--- src/rtl/nes_pad_responder.sv ---
// NES controller emulator: answers the console's latch/pulse protocol with a button snapshot.
// Latch and pulse are asynchronous to clk and are synchronized before edge detection.
module nes_pad_responder #(
  parameter int unsigned SYNC_STAGES = 2
) (
  input  logic       clk,
  input  logic       reset,
  input  logic       nes_latch,
  input  logic       nes_pulse,
  input  logic [7:0] buttons,
  output logic       nes_data,
  output logic [7:0] latched,
  output logic       busy,
  output logic       frame_done
);

  typedef enum logic [1:0] {StIdle, StLoad, StShift, StDone} state_e;

  logic [SYNC_STAGES-1:0] latch_sync_q;
  logic [SYNC_STAGES-1:0] pulse_sync_q;
  logic                   latch_prev_q;
  logic                   pulse_prev_q;
  logic                   latch_s;
  logic                   pulse_s;
  logic                   latch_fall;
  logic                   pulse_rise;

  state_e      state_q;
  logic [7:0]  sreg_q;
  logic [3:0]  cnt_q;
  logic        nes_data_q;
  logic [7:0]  latched_q;
  logic        busy_q;
  logic        frame_done_q;

  always_ff @(posedge clk or negedge reset) begin
    if (!reset) begin
      latch_sync_q <= '0;
      pulse_sync_q <= '0;
      latch_prev_q <= 1'b0;
      pulse_prev_q <= 1'b0;
    end else begin
      latch_sync_q <= {latch_sync_q[SYNC_STAGES-2:0], nes_latch};
      pulse_sync_q <= {pulse_sync_q[SYNC_STAGES-2:0], nes_pulse};
      latch_prev_q <= latch_sync_q[SYNC_STAGES-1];
      pulse_prev_q <= pulse_sync_q[SYNC_STAGES-1];
    end
  end

  always_comb begin
    latch_s    = latch_sync_q[SYNC_STAGES-1];
    pulse_s    = pulse_sync_q[SYNC_STAGES-1];
    latch_fall = ~latch_s & latch_prev_q;
    pulse_rise = pulse_s & ~pulse_prev_q;
  end

  always_ff @(posedge clk or negedge reset) begin
    if (!reset) begin
      state_q      <= StIdle;
      sreg_q       <= 8'hFF;
      cnt_q        <= 4'd0;
      nes_data_q   <= 1'b1;
      latched_q    <= 8'h00;
      busy_q       <= 1'b0;
      frame_done_q <= 1'b0;
    end else begin
      frame_done_q <= 1'b0;
      nes_data_q   <= sreg_q[0];
      unique case (state_q)
        StIdle: begin
          if (latch_s) state_q <= StLoad;
        end
        StLoad: begin
          // Transparent load; pulse edges are ignored, including one coincident with the fall.
          sreg_q <= ~buttons;
          if (latch_fall) begin
            state_q   <= StShift;
            latched_q <= buttons;
            cnt_q     <= 4'd0;
            busy_q    <= 1'b1;
          end
        end
        StShift: begin
          // Latch in SHIFT can only be a new rising edge: abort, and it beats any pulse.
          if (latch_s) begin
            state_q <= StLoad;
            cnt_q   <= 4'd0;
            busy_q  <= 1'b0;
          end else if (pulse_rise) begin
            sreg_q <= {1'b0, sreg_q[7:1]};
            if (cnt_q == 4'd7) begin
              cnt_q        <= 4'd8;
              state_q      <= StDone;
              busy_q       <= 1'b0;
              frame_done_q <= 1'b1;
            end else begin
              cnt_q <= cnt_q + 4'd1;
            end
          end
        end
        StDone: begin
          if (latch_s) begin
            state_q <= StLoad;
            cnt_q   <= 4'd0;
          end else if (pulse_rise) begin
            sreg_q <= {1'b0, sreg_q[7:1]};
          end
        end
        default: state_q <= StIdle;
      endcase
    end
  end

  assign nes_data   = nes_data_q;
  assign latched    = latched_q;
  assign busy       = busy_q;
  assign frame_done = frame_done_q;

endmodule

--- config.mk ---
export PLATFORM = sky130hd
export DESIGN_NAME = nes_pad_responder
export DESIGN_NICKNAME = d
export VERILOG_FILES = /design/src/rtl/nes_pad_responder.sv
export SDC_FILE = /design/constraint.sdc
export NUM_CORES = 1
export LEC_CHECK = 0
export ABC_AREA = 0
export CAP_MARGIN = 20
export CORE_UTILIZATION = 46
export CTS_CLUSTER_SIZE = 12
export DETAILED_ROUTE_END_ITERATION = 8
export GPL_TIMING_DRIVEN = 0
export PLACE_DENSITY = 0.73
export SETUP_SLACK_MARGIN = 0.2
export SLEW_MARGIN = 25
export SYNTH_ARGS = -nofsm -noshare
export SYNTH_HDL_FRONTEND = slang
export SYNTH_SLANG_ARGS = --single-unit
--- constraint.sdc ---
create_clock -name clk -period 1.8 [get_ports clk]
set_input_delay 0.18 -clock clk [delete_from_list [all_inputs] [get_ports clk]]
set_output_delay 0.18 -clock clk [all_outputs]
set_load 0.01 [all_outputs]
==> results.sh <==
export IMPL_fin_crit_ps=1670
export IMPL_rrSetupSlack_ps=130
export IMPL_required_ps=2070
export IMPL_worstSetupPathType="flip-flop to flip-flop"
export IMPL_via_count=1117
export IMPL_power_switching_uw=1300
export IMPL_worstSetupEndpointType="flip-flop"
export IMPL_cp_max_fo=6
export IMPL_clk_insertion_delay_late_ps=330
export IMPL_io_pins=23
export IMPL_hold_viol_final=0
export IMPL_drc_errors=0
export IMPL_max_freq_mhz=600
export IMPL_p_int_uw=2320
export IMPL_path_clk_slew_ps=90
export IMPL_post_synth_inst_count=114
export IMPL_comb_power_share_pct=57.2
export IMPL_avgSynthCellArea_um2=12.0
export IMPL_synth_async_reset_ratio_pct=100
export IMPL_period_share_pct=92.5
export IMPL_area_growth_pct=51.1
export IMPL_root_buffer="clkbuf_4"
export IMPL_fin_area_um2=2060
export IMPL_placed_area_um2=1660
export IMPL_yosysTopAreaCellShare_pct=40.4
export IMPL_rsz0062_at_grt="yes"
export IMPL_numPortBuffers=22
export IMPL_dr_pass1_iters=4
export IMPL_routed_via_density=5.64
export IMPL_clockPowerShare_pct=10.6
export IMPL_startpoint="state_q[1]$_DFFE_PN0P_"
export IMPL_floorplan_initialDensity_pct=49.0
export IMPL_clock_sinks=31
export IMPL_cts_tree="yes"
export IMPL_grt_pass1_vias=1101
export IMPL_slew_headroom_pct=53.7
export IMPL_synth_distinct_cells=34
export IMPL_fp_dieW_um=56.4
export IMPL_worstPathArrival_ps=1930
export IMPL_syn_nets=131
export IMPL_synth_ff_type="dfrtp_1"
export IMPL_antenna_left=0
export IMPL_hp_class="input port to flip-flop"
export IMPL_synth_top_cell_by_area="dfrtp_1"
export IMPL_ys_warn_count=0
export IMPL_min_from="nes_pulse"
export IMPL_startpoint_type="flip-flop"
export IMPL_cts_buffers=5
export IMPL_netSwitchingFraction_pct=35.9
export IMPL_grtUsageTotal_pct=21.7
export IMPL_drive_gt1_share_pct=46.7
export IMPL_rr_worst_depth=6
export IMPL_slew_violations=0
export IMPL_endpoint="sreg_q[7]$_DFFE_PN1P_"
export IMPL_power_frac_seq_pct=32.2
export IMPL_power_density_nw_per_um2=1760
export IMPL_timing_rr_start="state_q[1]$_DFFE_PN0P_"
export IMPL_grt_pass1_wl_mm=5.22
export IMPL_ys_seq_elements=31
export IMPL_drt_wirelength_per_cell_um=17.1
export IMPL_status="completed"
export IMPL_grt_max_degree=32
export IMPL_layout_setup_ws_ps=135
export IMPL_syn_area_um2=1360
export IMPL_die_height_um=56.4
export IMPL_synth_common_cells="dfrtp_1 (22), a21oi_1 (10), dfstp_2 (9), mux2_1 (9), nand2_1 (9)"
export IMPL_setup_viol=0
export IMPL_drv_cap=0
export IMPL_totalWireLength_mm=3.39
export IMPL_row_count=19
export IMPL_clock_path_buffers=2
export IMPL_ir_worst_vdd_uv=1230
export IMPL_drtIter0Drc=30
export IMPL_p_total_uw=3620
export IMPL_power_leakage_uw=0.000917
export IMPL_final_core_util_pct=74.0
export IMPL_core_region_area_um2=2780
export IMPL_tightest_slew_ps=695
export IMPL_place_ws_ps=-163
export IMPL_final_nets=183
export IMPL_skew_ps=6.21
export IMPL_n_antenna_cell=0
export IMPL_timing_rr_end="sreg_q[7]$_DFFE_PN1P_"
export IMPL_antenna_found_initial=0
export IMPL_ys_seq_area_share_pct=57.8
export IMPL_grt_remaining_overflow=0
export IMPL_synth_most_common_cell="dfrtp_1"
export IMPL_gp_congestion=0.892
export IMPL_fp_dieArea_um2=3180
export IMPL_htreeDepth=2
export IMPL_dp_hpwl_mm=1.74
export IMPL_synth_edf_count=0
export IMPL_yosys_top_cells_area="dfrtp_1 (40%), dfstp_2 (17%), mux2_1 (7.4%)"
==> placed cells by master, fill, tap and decap left out, types with 2 or more instances in the layout <==
| cell type | count |
|---|---|
| dfrtp_1 | 21 |
| clkdlybuf4s50_1 | 21 |
| buf_4 | 16 |
| mux2_4 | 9 |
| dfstp_2 | 9 |
| nor2_1 | 8 |
| a21oi_1 | 8 |
| buf_6 | 7 |
| nand2_2 | 7 |
| o21ai_2 | 5 |
| clkbuf_4 | 5 |
| nand2_1 | 4 |
| ha_4 | 3 |
| nand2b_1 | 2 |
| nand3b_1 | 2 |
| nand3_1 | 2 |
| inv_1 | 2 |
| a21oi_4 | 2 |
| nand4_1 | 2 |
| a31oi_1 | 2 |
| o21ai_1 | 2 |
| clkbuf_1 | 2 |
==> worst max-delay path, stage by stage (launching register included) <==
cell	delay [ps]
dfrtp_2	460
ha_2	210
or2_4	230
a221o_2	420
buf_6	160
nand2_2	70
o31ai_2	60
==> worst min-delay path by stage <==
stage	endpoint	cells past startpoint
after floorplan	busy$_DFFE_PN0P_	0
after global placement	pulse_sync_q[1]$_DFF_PN0_	0
after detailed placement	latched[0]$_DFFE_PN0P_	1
after CTS	pulse_sync_q[0]$_DFF_PN0_	1
after global routing	latch_sync_q[0]$_DFF_PN0_	1
final	pulse_sync_q[0]$_DFF_PN0_	1
==> cells by family (layout without fill, tap and decap cells) <==
kind of cell	count (synthesis)	after routing	share of synthesized area [%]
multiplexers	10	10	8.17
AO/OA/AOI/OAI	30	30	15.5
buffers and inverters	7	60	2.48
AND/OR/NAND/NOR	31	31	11.5
adder cells (fa/ha/maj)	5	5	4.59
flip-flops	31	31	57.8
==> sequential cells by signal, indices dropped and copies added (netlist names), 2 cells and up <==
signal and flops:
pulse_sync_q 2, latch_sync_q 2, sreg_q 8, cnt_q 4, latched 8, state_q 2
==> power groups by stage <==
stage	combinational, uW	clock [uW]	sequential [uW]
final	2070	385	1160
after global routing	2200	415	1190
after CTS	1880	394	1150
after detailed placement	1270	0	1150
after global placement	1240	0	1130
after floorplan	799	0	1180
==> timing repair <==
item / CTS / global route
endpoints found under the hold margin: 22 / 0
setup endpoints to repair: 24 / 23
cloned: 1 / 0
resized for setup: 36 / 8
buffers inserted: 16 / 5
hold buffers: 1 / 0
pin swaps: 18 / 4
==> area by class of cell <==
cell class              count  area (um^2)
plain buffers               3         51.3
multi-input cells          76          689
repair buffers             45          413
clock buffers               7         45.0
flip-flops and latches     31          788
inverters                   4         27.5
well taps                  31         38.8
clock inverters             1         5.00
fillers                   184          723
==> layer usage <==
| layer | vias to the layer above | wire length [um] | global-route usage [%] |
|---|---|---|---|
| met3 | 10 | 163 | 5.07 |
| met4 | 0 | 49 | 10.5 |
| li1 | 508 | - | - |
| met2 | 31 | 1690 | 34.3 |
| met5 | - | 0 | 0 |
| met1 | 568 | 1490 | 28.2 |
==> stage by stage <==
| step | hold slack (ps) | std cells | TNS, ps |
|---|---|---|---|
| after floorplan | -116 | 114 | 0 |
| after global placement | 341 | 167 | -1020 |
| after detailed placement | 258 | 167 | -1360 |
| after CTS | 276 | 193 | 0 |
| after global routing | 276 | 198 | 0 |
| final | 279 | 198 | 0 |
No activity file was read; power rests on OpenSTA's default activity.
